## src/rtl/btn_conditioner.sv

```systemverilog
`default_nettype none
// ============================================================================
// Module   : btn_conditioner
// Brief    : N-channel push-button conditioner with a synchroniser, a debouncer
//            and a hold FSM per channel. The FSM emits press, release,
//            long-press and auto-repeat action strobes.
// Revision : 1.0 - initial release
// ============================================================================
module btn_conditioner #(
    parameter int               N_BTN        = 4,
    parameter int               SYNC_STAGES  = 2,
    parameter int               DEBOUNCE_CYC = 1_000_000,
    parameter int               LONG_CYC     = 100_000_000,
    parameter int               REPEAT_CYC   = 20_000_000,
    parameter logic [N_BTN-1:0] INVERT       = '0
) (
    input  logic             clk,
    input  logic             rst_n,
    input  logic [N_BTN-1:0] btn_in,
    input  logic [N_BTN-1:0] repeat_en,
    output logic [N_BTN-1:0] level,
    output logic [N_BTN-1:0] press,
    output logic [N_BTN-1:0] release_evt,  // "release" is a reserved word in SystemVerilog
    output logic [N_BTN-1:0] long_press,
    output logic [N_BTN-1:0] act
);

    localparam int c_DCNT_W = $clog2(DEBOUNCE_CYC + 1);
    localparam int c_HMAX   = (LONG_CYC > REPEAT_CYC) ? LONG_CYC : REPEAT_CYC;
    localparam int c_HCNT_W = $clog2(c_HMAX + 1);

    localparam logic [c_DCNT_W-1:0] c_DEB_LAST = c_DCNT_W'(DEBOUNCE_CYC - 1);
    localparam logic [c_HCNT_W-1:0] c_LONG     = c_HCNT_W'(LONG_CYC);
    localparam logic [c_HCNT_W-1:0] c_REP      = c_HCNT_W'(REPEAT_CYC);
    localparam logic [c_HCNT_W-1:0] c_HONE     = c_HCNT_W'(1);

    localparam logic [1:0] c_ST_RELEASED = 2'd0;
    localparam logic [1:0] c_ST_HELD     = 2'd1;
    localparam logic [1:0] c_ST_REPEAT   = 2'd2;

    for (genvar i = 0; i < N_BTN; i++) begin : g_ch
        logic [SYNC_STAGES-1:0] r_sync;
        logic                   w_s;
        logic [c_DCNT_W-1:0]    r_dcnt;
        logic                   r_level;
        logic                   w_done;
        logic                   w_rise;
        logic                   w_fall;
        logic [1:0]             r_state;
        logic [1:0]             w_state_nxt;
        logic [c_HCNT_W-1:0]    r_hcnt;
        logic [c_HCNT_W-1:0]    w_hcnt_nxt;
        logic [c_HCNT_W-1:0]    w_hinc;
        logic                   w_press;
        logic                   w_rel;
        logic                   w_long;
        logic                   w_act;
        logic                   r_press;
        logic                   r_rel;
        logic                   r_long;
        logic                   r_act;

        always_ff @(posedge clk) begin
            if (!rst_n) begin
                r_sync <= '0;
            end else begin
                r_sync <= {r_sync[SYNC_STAGES-2:0], btn_in[i] ^ INVERT[i]};
            end
        end

        assign w_s = r_sync[SYNC_STAGES-1];

        // The edge that would bring dcnt to DEBOUNCE_CYC flips the level instead.
        assign w_done = (w_s != r_level) && (r_dcnt == c_DEB_LAST);
        assign w_rise = w_done && !r_level;
        assign w_fall = w_done && r_level;

        always_ff @(posedge clk) begin
            if (!rst_n) begin
                r_dcnt  <= '0;
                r_level <= 1'b0;
            end else if (w_s != r_level) begin
                if (w_done) begin
                    r_level <= ~r_level;
                    r_dcnt  <= '0;
                end else begin
                    r_dcnt <= r_dcnt + c_DCNT_W'(1);
                end
            end else begin
                r_dcnt <= '0;
            end
        end

        assign w_hinc = r_hcnt + c_HONE;

        always_ff @(posedge clk) begin
            if (!rst_n) begin
                r_state <= c_ST_RELEASED;
                r_hcnt  <= '0;
                r_press <= 1'b0;
                r_rel   <= 1'b0;
                r_long  <= 1'b0;
                r_act   <= 1'b0;
            end else begin
                r_state <= w_state_nxt;
                r_hcnt  <= w_hcnt_nxt;
                r_press <= w_press;
                r_rel   <= w_rel;
                r_long  <= w_long;
                r_act   <= w_act;
            end
        end

        // In HELD, hcnt parked at LONG_CYC marks "long-press already fired".
        always_comb begin
            w_state_nxt = r_state;
            w_hcnt_nxt  = r_hcnt;
            case (r_state)
                c_ST_RELEASED: begin
                    if (w_rise) begin
                        w_state_nxt = c_ST_HELD;
                        w_hcnt_nxt  = '0;
                    end
                end
                c_ST_HELD: begin
                    if (w_fall) begin
                        w_state_nxt = c_ST_RELEASED;
                        w_hcnt_nxt  = '0;
                    end else if (r_hcnt == c_LONG) begin
                        if (repeat_en[i]) begin
                            w_state_nxt = c_ST_REPEAT;
                            w_hcnt_nxt  = '0;
                        end
                    end else if (w_hinc == c_LONG) begin
                        if (repeat_en[i]) begin
                            w_state_nxt = c_ST_REPEAT;
                            w_hcnt_nxt  = '0;
                        end else begin
                            w_hcnt_nxt = c_LONG;
                        end
                    end else begin
                        w_hcnt_nxt = w_hinc;
                    end
                end
                c_ST_REPEAT: begin
                    if (w_fall) begin
                        w_state_nxt = c_ST_RELEASED;
                        w_hcnt_nxt  = '0;
                    end else if (repeat_en[i]) begin
                        w_hcnt_nxt = (w_hinc == c_REP) ? '0 : w_hinc;
                    end
                end
                default: begin
                    w_state_nxt = c_ST_RELEASED;
                    w_hcnt_nxt  = '0;
                end
            endcase
        end

        always_comb begin
            w_press = w_rise;
            w_rel   = w_fall;
            w_long  = (r_state == c_ST_HELD) && !w_fall &&
                      (r_hcnt != c_LONG) && (w_hinc == c_LONG);
            w_act   = w_rise || (w_long && repeat_en[i]) ||
                      ((r_state == c_ST_REPEAT) && !w_fall && repeat_en[i] &&
                       (w_hinc == c_REP));
        end

        assign level[i]       = r_level;
        assign press[i]       = r_press;
        assign release_evt[i] = r_rel;
        assign long_press[i]  = r_long;
        assign act[i]         = r_act;
    end

endmodule
`default_nettype wire

```

## config.mk

```make
export PLATFORM = sky130hd
export DESIGN_NAME = btn_conditioner
export DESIGN_NICKNAME = d
export VERILOG_FILES = /design/src/rtl/btn_conditioner.sv
export SDC_FILE = /design/constraint.sdc
export NUM_CORES = 1
export LEC_CHECK = 0
export ABC_AREA = 1
export BUFFER_PORTS_ARGS = -buffer_cell sky130_fd_sc_hd__buf_2
export CAP_MARGIN = 20
export CORE_MARGIN = 4
export CORE_UTILIZATION = 40
export DETAILED_ROUTE_END_ITERATION = 16
export SETUP_SLACK_MARGIN = 0.02
export SLEW_MARGIN = 20
export SYNTH_ARGS = -nofsm -noshare
export SYNTH_HDL_FRONTEND = slang
export SYNTH_SLANG_ARGS = --single-unit
```

## constraint.sdc

```tcl
create_clock -name clk -period 2.7 [get_ports clk]
set_clock_uncertainty 0.05 [all_clocks]
set_input_delay 0.675 -clock clk [delete_from_list [all_inputs] [get_ports clk]]
set_output_delay 0.675 -clock clk [all_outputs]
set_load 0.02 [all_outputs]
```

# Word-level counts from Yosys, hierarchy flattened

Cells that the tools add are included.

Output and inout port bits: 20
Bits in writable memories: 0
Input port bits: 10
Bits in read-only memories: 0
Logic and storage cells: 249
Bits in latches: 0
Memories: 0
Register bits after elaboration: 224

Muxes and demuxes: 68
Shift-type cells: 0
$mul: 0
Reductions and logical operators: 76
Bitwise operators: 9
Order comparisons: 0
Equal/unequal tests: 52
Div/mod/pow operators: 0
Add/subtract/negate cells: 8

Operators by type and width:

| operator                                                          | number |
|---|---|
| 27-bit two-way mux                                                | 36 |
| 27-bit case mux with 3 select lines                               | 4 |
| 27-bit == test, second input constant                             | 8 |
| 27-bit by 1-bit adder with 27-bit output, second input constant   | 4 |
| 27-bit by 25-bit == test with 1-bit output, second input constant | 4 |
| 27-bit inequality test, second input constant                     | 4 |
| 20-bit by 1-bit adder with 20-bit output, second input constant   | 4 |
| 20-bit == test, second input constant                             | 4 |
| 2-bit two-way mux                                                 | 24 |
| 1-bit logical AND                                                 | 40 |
| 4-bit inequality test, second input constant                      | 8 |
| 2-bit case mux with 3 select lines                                | 4 |
| 3-bit AND reduction                                               | 8 |
| 2-bit inequality test, second input constant                      | 8 |
| 3-bit inequality test, second input constant                      | 4 |
| 3-bit OR reduction                                                | 4 |
| 1-bit NOT                                                         | 9 |
| 2-bit by 1-bit == test with 1-bit output, second input constant   | 4 |
| 2-bit == test, second input constant                              | 4 |
| 1-bit logical NOT                                                 | 8 |
| 2-bit logical NOT                                                 | 4 |
| 1-bit logical OR                                                  | 8 |
| 2-bit AND reduction                                               | 4 |
| 1-bit inequality test                                             | 4 |

# Longest topological paths before layout

Gate-level depths: netlist of the first run.

Depth in word-level cells: 10
Gate-level depth with buffers: 18
Mapped depth without buffers: 16

# Worst setup path before layout of the first run

No wires, ideal clock.

Kind: flip-flop to flip-flop
From: register g_ch[2].r_hcnt[1]
To: register g_ch[2].r_hcnt[15]
Stages on the path, launching flop included: 15
Slack: 0.420 ns
Arrival time: 2.098 ns
Cells stage by stage: dfxtp_1 ha_1 inv_1 nor2_4 nand2_1 nor2_1 xor2_1 nand2_1 nor2_1 nand3_1 o21ai_1 nand3_1 buf_4 nand3_1 a21oi_1

Word-level cells in the longest chain between the ends: 6
Elaborated cells between the ends (all ways): 13
Those cells by class: add/sub (1); eq/ne (4); mux (7); reduce/logical (1)

Ends and longest elaborated chain:

| element                                                                             | line     | source |
|---|---|---|
| start: declaration                                                                  | 51       | `logic [c_HCNT_W-1:0] r_hcnt;` |
| start signal: assignment                                                            | 106      | `r_hcnt <= w_hcnt_nxt;` |
| 27-bit by 1-bit adder with 27-bit output                                            | 94       | `assign w_hinc = r_hcnt + c_HONE;` |
| 27-bit by 25-bit == test with 1-bit output / 27-bit == test (equally long branches) | 150, 134 |  |
| 27-bit two-way mux (on tied branches)                                               | 150, 134 |  |
| 27-bit two-way mux (on tied branches)                                               | 149, 129 |  |
| 27-bit two-way mux (on tied branches)                                               | 146, 126 |  |
| 27-bit case mux with 3 select lines                                                 | 118      | `case (r_state)` |

Several ways; a longest one is shown, not always the timed one. The select of a mux whose other input is x is not followed.
A chain may end at the register's enable or synchronous reset.

# Worst setup path in the final report of the first run

From: register g_ch[0].r_hcnt[1]
To: register g_ch[0].r_hcnt[2]

Word-level cells in the longest chain between the ends: 6
Elaborated cells between the ends (all ways): 13
Those cells by class: add/sub (1); eq/ne (4); mux (7); reduce/logical (1)

Ends and longest elaborated chain:

| element                                                                             | line |
|---|---|
| start: declaration                                                                  | 51 |
| start signal: assignment                                                            | 106 |
| 27-bit by 1-bit adder with 27-bit output                                            | 94 |
| 27-bit by 25-bit == test with 1-bit output / 27-bit == test (equally long branches) | 150, 134 |
| 27-bit two-way mux (on tied branches)                                               | 150, 134 |
| 27-bit two-way mux (on tied branches)                                               | 149, 129 |
| 27-bit two-way mux (on tied branches)                                               | 146, 126 |
| 27-bit case mux with 3 select lines                                                 | 118 |

Several ways; a longest one is shown, not always the timed one. The select of a mux whose other input is x is not followed.

==> results of run 1 <==
-- timing repair --
action / in CTS / in global routing
cloned: 0 / 4
pin swaps: 0 / 13
buffers inserted: 0 / 6
resized for setup: 2 / 72
hold endpoints to repair: 0 / 0
endpoints found under the setup margin: 4 / 114
-- power breakdown --
group	switching (mW)	total, mW	leakage [nW]	internal [mW]
clock	1.42	3.68	0.442	2.26
combinational	1.34	1.81	3.62	0.468
sequential	0.0279	3.39	1.82	3.36
-- flip-flops by register name, summed over array words and instances (netlist names) --
register / flops
g_ch.r_hcnt: 108
g_ch.r_dcnt: 80
g_ch.r_state: 8
g_ch.r_sync: 8
g_ch.r_act: 4
g_ch.r_level: 4
g_ch.r_long: 4
g_ch.r_press: 4
g_ch.r_rel: 4
-- final cells by class --
class / count / area share, %
clock buffer: 36 / 4.85
multi-input combinational: 1683 / 52.3
inverter: 270 / 6.40
clock inverter: 10 / 0.820
timing repair buffer: 78 / 3.67
tap: 455 / 3.59
sequential: 224 / 28.4
-- critical path, delay by kind of cell, from the launching register on --
| kind | cells | cell delay, ps |
|---|---|---|
| adders and majority gates | 1 | 210 |
| AOI/OAI and AO/OA | 2 | 250 |
| and+or+nand+nor | 11 | 1400 |
| DFF | 1 | 400 |
-- cells by family (layout without fill, tap and decap cells) --
| group | count (synthesis) | after routing | synth area share [%] |
|---|---|---|---|
| AND/OR/NAND/NOR | 1410 | 1414 | 45.2 |
| buffers and inverters | 340 | 394 | 10.3 |
| flip-flops | 224 | 224 | 32.0 |
| AO/OA/AOI/OAI | 208 | 208 | 8.02 |
| XOR/XNOR | 37 | 37 | 2.32 |
| adder cells (fa/ha/maj) | 24 | 24 | 2.15 |
-- synthesized netlist by cell type, drive strengths merged --
cell type and number:
nand3b 29, o21bai 5, clkbuf 29, nor4 23, and2 5, and3 2, o31ai 2, o21ai 29
o21a 9, xor2 19, ha 24, xnor2 18, buf 41, nor3 53, or4 1, a31oi 3
a21oi 154, nor4b 1, nor2 313, a211oi 2, nand3 239, o211ai 4, or2 2, inv 270
dfxtp 224, nor3b 20, nand2 666, nand4 56
-- routing by layer --
metal  routed length [um]  track usage, %  up-vias
met2                16200            30.5      257
met4                 1090            5.07        0
met3                 1520            2.76       69
met5                    0               0        -
li1                     -               -     7319
met1                17200            24.6     6340
-- through the flow --
stage / setup WS, ps / hold WS, ps / total power, mW / setup TNS (ps) / util, %
floorplan: 420 / 340 / 4.67 / 0 / -
global placement: 56.4 / 345 / 4.98 / 0 / 42.4
detailed placement: 33.2 / 349 / 5.00 / 0 / 42.4
CTS: 26.8 / 256 / 8.74 / 0 / 45.0
global route: -1.34 / 274 / 9.32 / -1.34 / 45.9
finish: 239 / 280 / 8.88 / 0 / 45.9
-- worst max path at each step --
stage | startpoint | end
floorplan | g_ch[2].r_hcnt[1]$_SDFFE_PN0P_ | g_ch[2].r_hcnt[15]$_SDFFE_PN0P_
global placement | g_ch[0].r_hcnt[0]$_SDFFE_PN0P_ | g_ch[0].r_hcnt[9]$_SDFFE_PN0P_
detailed placement | g_ch[0].r_hcnt[0]$_SDFFE_PN0P_ | g_ch[0].r_hcnt[9]$_SDFFE_PN0P_
CTS | g_ch[1].r_hcnt[1]$_SDFFE_PN0P_ | g_ch[1].r_hcnt[14]$_SDFFE_PN0P_
global route | g_ch[0].r_hcnt[1]$_SDFFE_PN0P_ | g_ch[0].r_hcnt[9]$_SDFFE_PN0P_
finish | g_ch[0].r_hcnt[1]$_SDFFE_PN0P_ | g_ch[0].r_hcnt[2]$_SDFFE_PN0P_
==> metrics.md, run 1 <==
| Metric | Value |
|---|---|
| Post-synth top area share | `approximately a third` |
| Min-delay src | `btn_in[3]` |
| Period utilisation layout | `approximately 90%` |
| Crit-path slowest cell | `dfxtp_1` |
| Cells after Synth | `around 2.2k` |
| Lkg Pwr | `~5.9 nW` |
| Port Buf Inserts | `29` |
| Ys Warns | `0` |
| Final setup fails | `0` |
| Largest area contributor in the netlist | `dfxtp_1` |
| Sequential area share after synthesis | `between 30% and 40%` |
| WP data required | `around 3000 ps` |
| WHS Path Cells | `3` |
| Maximum clock path buffer count | `3` |
| Starting Density | `40.5%` |
| Arr. time, crit path | `~2800 ps` |
| Synthesized flop and latch total | `roughly 220` |
| Layout area overhead | `13.4%` |
| Routed wire length | `about 36,000 um` |
| Clock transition at path regs | `around 60 ps` |
| Crit Path Class | `reg2reg` |
| Ant. Diodes | `0` |
| Via density | `5.07` |
| CTS H-tree lvls | `1` |
| Fin. Hold Viols | `0` |
| Cells after DPL | `approximately 2.7k` |
| DPL Wire Length | `25,900 um` |
| Max-slew violations | `0` |
| FILL cells | `between 3k and 4k` |
| Max Clk Rate | `slightly above 400 MHz` |
| Nets@finish | `approximately 2.3k` |
| Post-route minimum period | `between 2000 and 2500 ps` |
| Die Ht | `195 um` |
| Hold EP | `g_ch[3].r_sync[0]$_SDFF_PN0_` |
| Num CTS Buffers | `26` |
| Slew HR | `just over 50%` |
| CORE AREA | `~0.035 mm2` |
| FF-to-FF path depth | `14` |
| Status | `finished clean` |
| Critical Path Sink Type | `flop` |
| DR vias | `14.0k` |
| Commonest non-fill, non-tap cell in the layout | `nand2_1` |
| Routability cong. | `0.920` |
| Max incr delay on CP | `400 ps` |
| Post-route design area | `0.0159 mm2` |
| Slew @ Worst Pin | `slightly above 700 ps` |
| Global-route usage over all layers | `approximately 18%` |
| CTS sink count | `about 220` |
| DR WL/cell | `about 13 um` |
| DR DRC count | `0` |
| Remaining antenna violation count | `0` |
| Reg2reg end | `g_ch[0].r_hcnt[2]$_SDFFE_PN0P_` |
| Worst IR Drop VDD | `0.441 mV` |
| Placed cell area | `0.0146 mm2` |
| Multi-input logic area | `approximately 0.0083 mm2` |
| Clock latency on the worst-skew pair | `~540 ps` |
| CP startpoint kind | `flop` |
| Crit-path cells | `ha_1 > nand3_2 > o21ai_0 > nand2_1 > nor2_1 > nand2_1 > nor2_1 > nand3_1 > nor2_1 > nand2_1 > nand2_2 > nand2_4 > nand3_1 > a21oi_1` |
| CTS Root Cell | `clkbuf_16` |
| Final non-filler cell total | `roughly 2.8k` |
| Max FO, Critical Path | `15` |
| Die width | `around 200 um` |
| First-pass GRT wire length | `60,600 um` |
| Cell Area, Synth | `about 0.014 mm2` |
| Initial antenna violation count | `0` |
| Worst r2r src | `g_ch[0].r_hcnt[1]$_SDFFE_PN0P_` |
| Largest cells by area after synthesis | `dfxtp_1, nand2_1, nand3_1, nor2_1, inv_1` |
| Number of max-cap violations | `0` |
| TritonCTS clock tree | `yes` |
| Die area | `~0.038 mm2` |
| Reg2reg setup slack | `roughly 240 ps` |
| P per Cell Area | `~560 mW/mm2` |
| DRT iter0 DRCs | `~730` |
| Commonest non-fill, non-tap cells in the layout | `nand2_1, inv_1, nor2_1` |
| Share of layout cells above drive strength 1 | `a little over a tenth` |
| Largest net degree at the start of global routing | `around 100` |
| Tightest Hold Check Type | `in2reg` |
| Num ports | `30` |
| Syn nets | `2,277` |
| Vias in the first global route | `12.8k` |
| Grt total ovfl | `0` |
| 1st-pass router iterations | `5` |
| Hold Buf Count CTS | `0` |
| Mapped Avg Cell Area | `roughly 6.2 um2` |
| Unrepaired setup endpoints after global routing | `yes` |
| Reg area | `0.00451 mm2` |
| FP Rows | `68` |
| Yosys cell types | `44` |
Note: power is estimated with default switching activity, not from simulation.
==> inputs of run 2 (changes only) <==
--- a/config.mk
+++ b/config.mk
@@ -11,6 +11,7 @@
 export CORE_MARGIN = 4
 export CORE_UTILIZATION = 40
 export DETAILED_ROUTE_END_ITERATION = 16
+export RECOVER_POWER = 25
 export SETUP_SLACK_MARGIN = 0.02
 export SLEW_MARGIN = 20
 export SYNTH_ARGS = -nofsm -noshare
==> run 2 against run 1 <==
  * Core utilization decreased by 0.12 points
  * Critical path depth unchanged
  * Register-to-register slack about the same
  * Combinational power about the same
  * Final cell count unchanged
  * Sequential cell count unchanged
  * Largest power group unchanged
==> metrics.md, run 2 (synthesized netlist as in run 1, its figures left out) <==
| Metric | Value |
|---|---|
| Top reg by flops | `g_ch.r_hcnt (unchanged)` |
| Port Buf Inserts | `29 (unchanged)` |
| CTS Root Cell | `clkbuf_16 (unchanged)` |
| DR DRC count | `0 (unchanged)` |
| CTS H-tree lvls | `1 (unchanged)` |
| Fin. Hold Viols | `0 (unchanged)` |
| Critical Path Sink Type | `flop (unchanged)` |
| Crit Path Class | `reg2reg (unchanged)` |
| Layout area overhead | `13.1% (was 13.4%)` |
| DR vias | `14.0k (about the same)` |
| Largest net degree at the start of global routing | `101 (unchanged)` |
| Starting Density | `40.5% (unchanged)` |
| DRT iter0 DRCs | `727 (was 732)` |
| Top flop regs | `g_ch.r_hcnt (108), g_ch.r_dcnt (80) (unchanged)` |
| P per Cell Area | `561 mW/mm2 (was 560 mW/mm2)` |
| Final setup fails | `0 (unchanged)` |
| FP Rows | `68 (unchanged)` |
| Num ports | `30 (unchanged)` |
| Vias in the first global route | `12.8k (unchanged)` |
| Max FO, Critical Path | `15 (unchanged)` |
| Die Ht | `195 um (unchanged)` |
| Hold Buf Count CTS | `0 (unchanged)` |
| DPL Wire Length | `25,900 um (unchanged)` |
| CP startpoint kind | `flop (unchanged)` |
| Setup TNS | `0 ps (unchanged)` |
| Maximum clock path buffer count | `3 (unchanged)` |
| Crit-path slowest cell | `dfxtp_1 (unchanged)` |
| Period utilisation layout | `91.2% (was 91.1%)` |
| Nets@finish | `2,317 (unchanged)` |
| DR WL/cell | `13.1 um (about the same)` |
| TritonCTS clock tree | `yes (unchanged)` |
| Ant. Diodes | `0 (unchanged)` |
| Cells after DPL | `2,700 (unchanged)` |
| Post-route design area | `0.0158 mm2 (was 0.0159 mm2)` |
| Num CTS Buffers | `26 (unchanged)` |
| Final non-filler cell total | `2,756 (unchanged)` |
| Unrepaired setup endpoints after global routing | `yes (unchanged)` |
| Clock transition at path regs | `60 ps (about the same)` |
| Placed cell area | `0.0146 mm2 (unchanged)` |
| Worst IR Drop VDD | `0.440 mV (was 0.441 mV)` |
| Arr. time, crit path | `2820 ps (was 2810 ps)` |
| Lkg Pwr | `5.78 nW (was 5.88 nW)` |
| Number of max-cap violations | `0 (unchanged)` |
| WP data required | `3060 ps (was 3050 ps)` |
| Routed wire length | `36,000 um (about the same)` |
| 1st-pass router iterations | `5 (unchanged)` |
| Clock latency on the worst-skew pair | `540 ps (about the same)` |
| Global-route usage over all layers | `18.2% (unchanged)` |
| Die width | `195 um (unchanged)` |
| Share of layout cells above drive strength 1 | `9.39% (was 10.5%)` |
| Via density | `5.06 (was 5.07)` |
| Status | `finished clean (unchanged)` |
| Initial antenna violation count | `0 (unchanged)` |
| Max incr delay on CP | `400 ps (about the same)` |
| Routability cong. | `0.920 (unchanged)` |
| Max Clk Rate | `406 MHz (about the same)` |
| Max reg flops | `108 (unchanged)` |
| Tightest Hold Check Type | `in2reg (unchanged)` |
| Top delay family on crit path | `simple AND/OR/NAND/NOR gates (unchanged)` |
| First-pass GRT wire length | `60,600 um (unchanged)` |
| CORE AREA | `0.0345 mm2 (unchanged)` |
| Post-route minimum period | `2460 ps (about the same)` |
| CP bufs+invs | `0 (unchanged)` |
| Slew HR | `49.5% (was 51.6%)` |
| Commonest non-fill, non-tap cell in the layout | `nand2_1 (unchanged)` |
| Slew @ Worst Pin | `757 ps (was 723 ps)` |
| Final hold slack | `282 ps (was 280 ps)` |
| CTS sink count | `224 (unchanged)` |
| Die area | `0.0380 mm2 (unchanged)` |
| Crit-path cells | `ha_1 > nand3_2 > o21ai_0 > nand2_1 > nor2_1 > nand2_1 > nor2_1 > nand3_1 > nor2_1 > nand2_1 > nand2_2 > nand2_4 > nand3b_1 > a21oi_1 (was ha_1 > nand3_2 > o21ai_0 > nand2_1 > nor2_1 > nand2_1 > nor2_1 > nand3_1 > nor2_1 > nand2_1 > nand2_2 > nand2_4 > nand3_1 > a21oi_1)` |
| Commonest non-fill, non-tap cells in the layout | `nand2_1, nor2_1, inv_1 (was nand2_1, inv_1, nor2_1)` |
| Remaining antenna violation count | `0 (unchanged)` |
| Max-slew violations | `0 (unchanged)` |
| Grt total ovfl | `0 (unchanged)` |
-- run 2: per-layer routing --
| layer | GRT usage, % | vias up | share of wire, % |
|---|---|---|---|
| li1 | - | 7318 | - |
| met1 | 24.6 | 6315 | 48 |
| met2 | 30.5 | 249 | 45 |
| met3 | 2.76 | 70 | 4.2 |
| met4 | 5.07 | 0 | 3.0 |
| met5 | 0 | - | 0 |
-- run 2: path summary, 6_finish.rpt --
| check | from | to | slack [ps] | cells after the start |
|---|---|---|---|---|
| setup / recovery | g_ch[0].r_hcnt[1]$_SDFFE_PN0P_ | g_ch[0].r_hcnt[7]$_SDFFE_PN0P_ | 240 | 14 |
| hold / removal | btn_in[3] | g_ch[3].r_sync[0]$_SDFF_PN0_ | 280 | 3 |
| setup reg to reg | g_ch[0].r_hcnt[1]$_SDFFE_PN0P_ | g_ch[0].r_hcnt[7]$_SDFFE_PN0P_ | 240 | 14 |
| hold reg to reg | g_ch[2].r_sync[0]$_SDFF_PN0_ | g_ch[2].r_sync[1]$_SDFF_PN0_ | 360 | 2 |
-- run 2: cell type report --
class / instances / area, um2
clock buffer: 36 / 769
clock inverter: 10 / 130
timing repair buffer: 78 / 553
inverter: 270 / 1020
sequential: 224 / 4510
multi-input combinational: 1683 / 8280
fill: 3602 / 18700
tap: 455 / 569
-- run 2: metrics by stage --
step | util (%) | power (mW) | setup slack, ps
floorplan | - | 4.67 | 420
global placement | 42.4 | 4.98 | 56.4
detailed placement | 42.4 | 5.00 | 33.2
CTS | 45.0 | 8.74 | 26.8
global route | 45.8 | 9.32 | -1.34
finish | 45.8 | 8.88 | 238
-- run 2: worst min-delay path, delay by kind of cell --
family / cells / cell delay (ps)
buffers and inverters: 2 / 130
and+or+nand+nor: 1 / 50
-- run 2: power breakdown --
part,internal (mW),switching [mW]
registers,3.36,0.0281
logic,0.467,1.35
clock network,2.26,1.42
total,6.09,2.79
-- run 2: timing repair --
item | CTS | global route
buffers inserted | 0 | 6
endpoints found under the setup margin | 4 | 114
resized for setup | 2 | 72
gates cloned | 0 | 4
pin swaps | 0 | 13
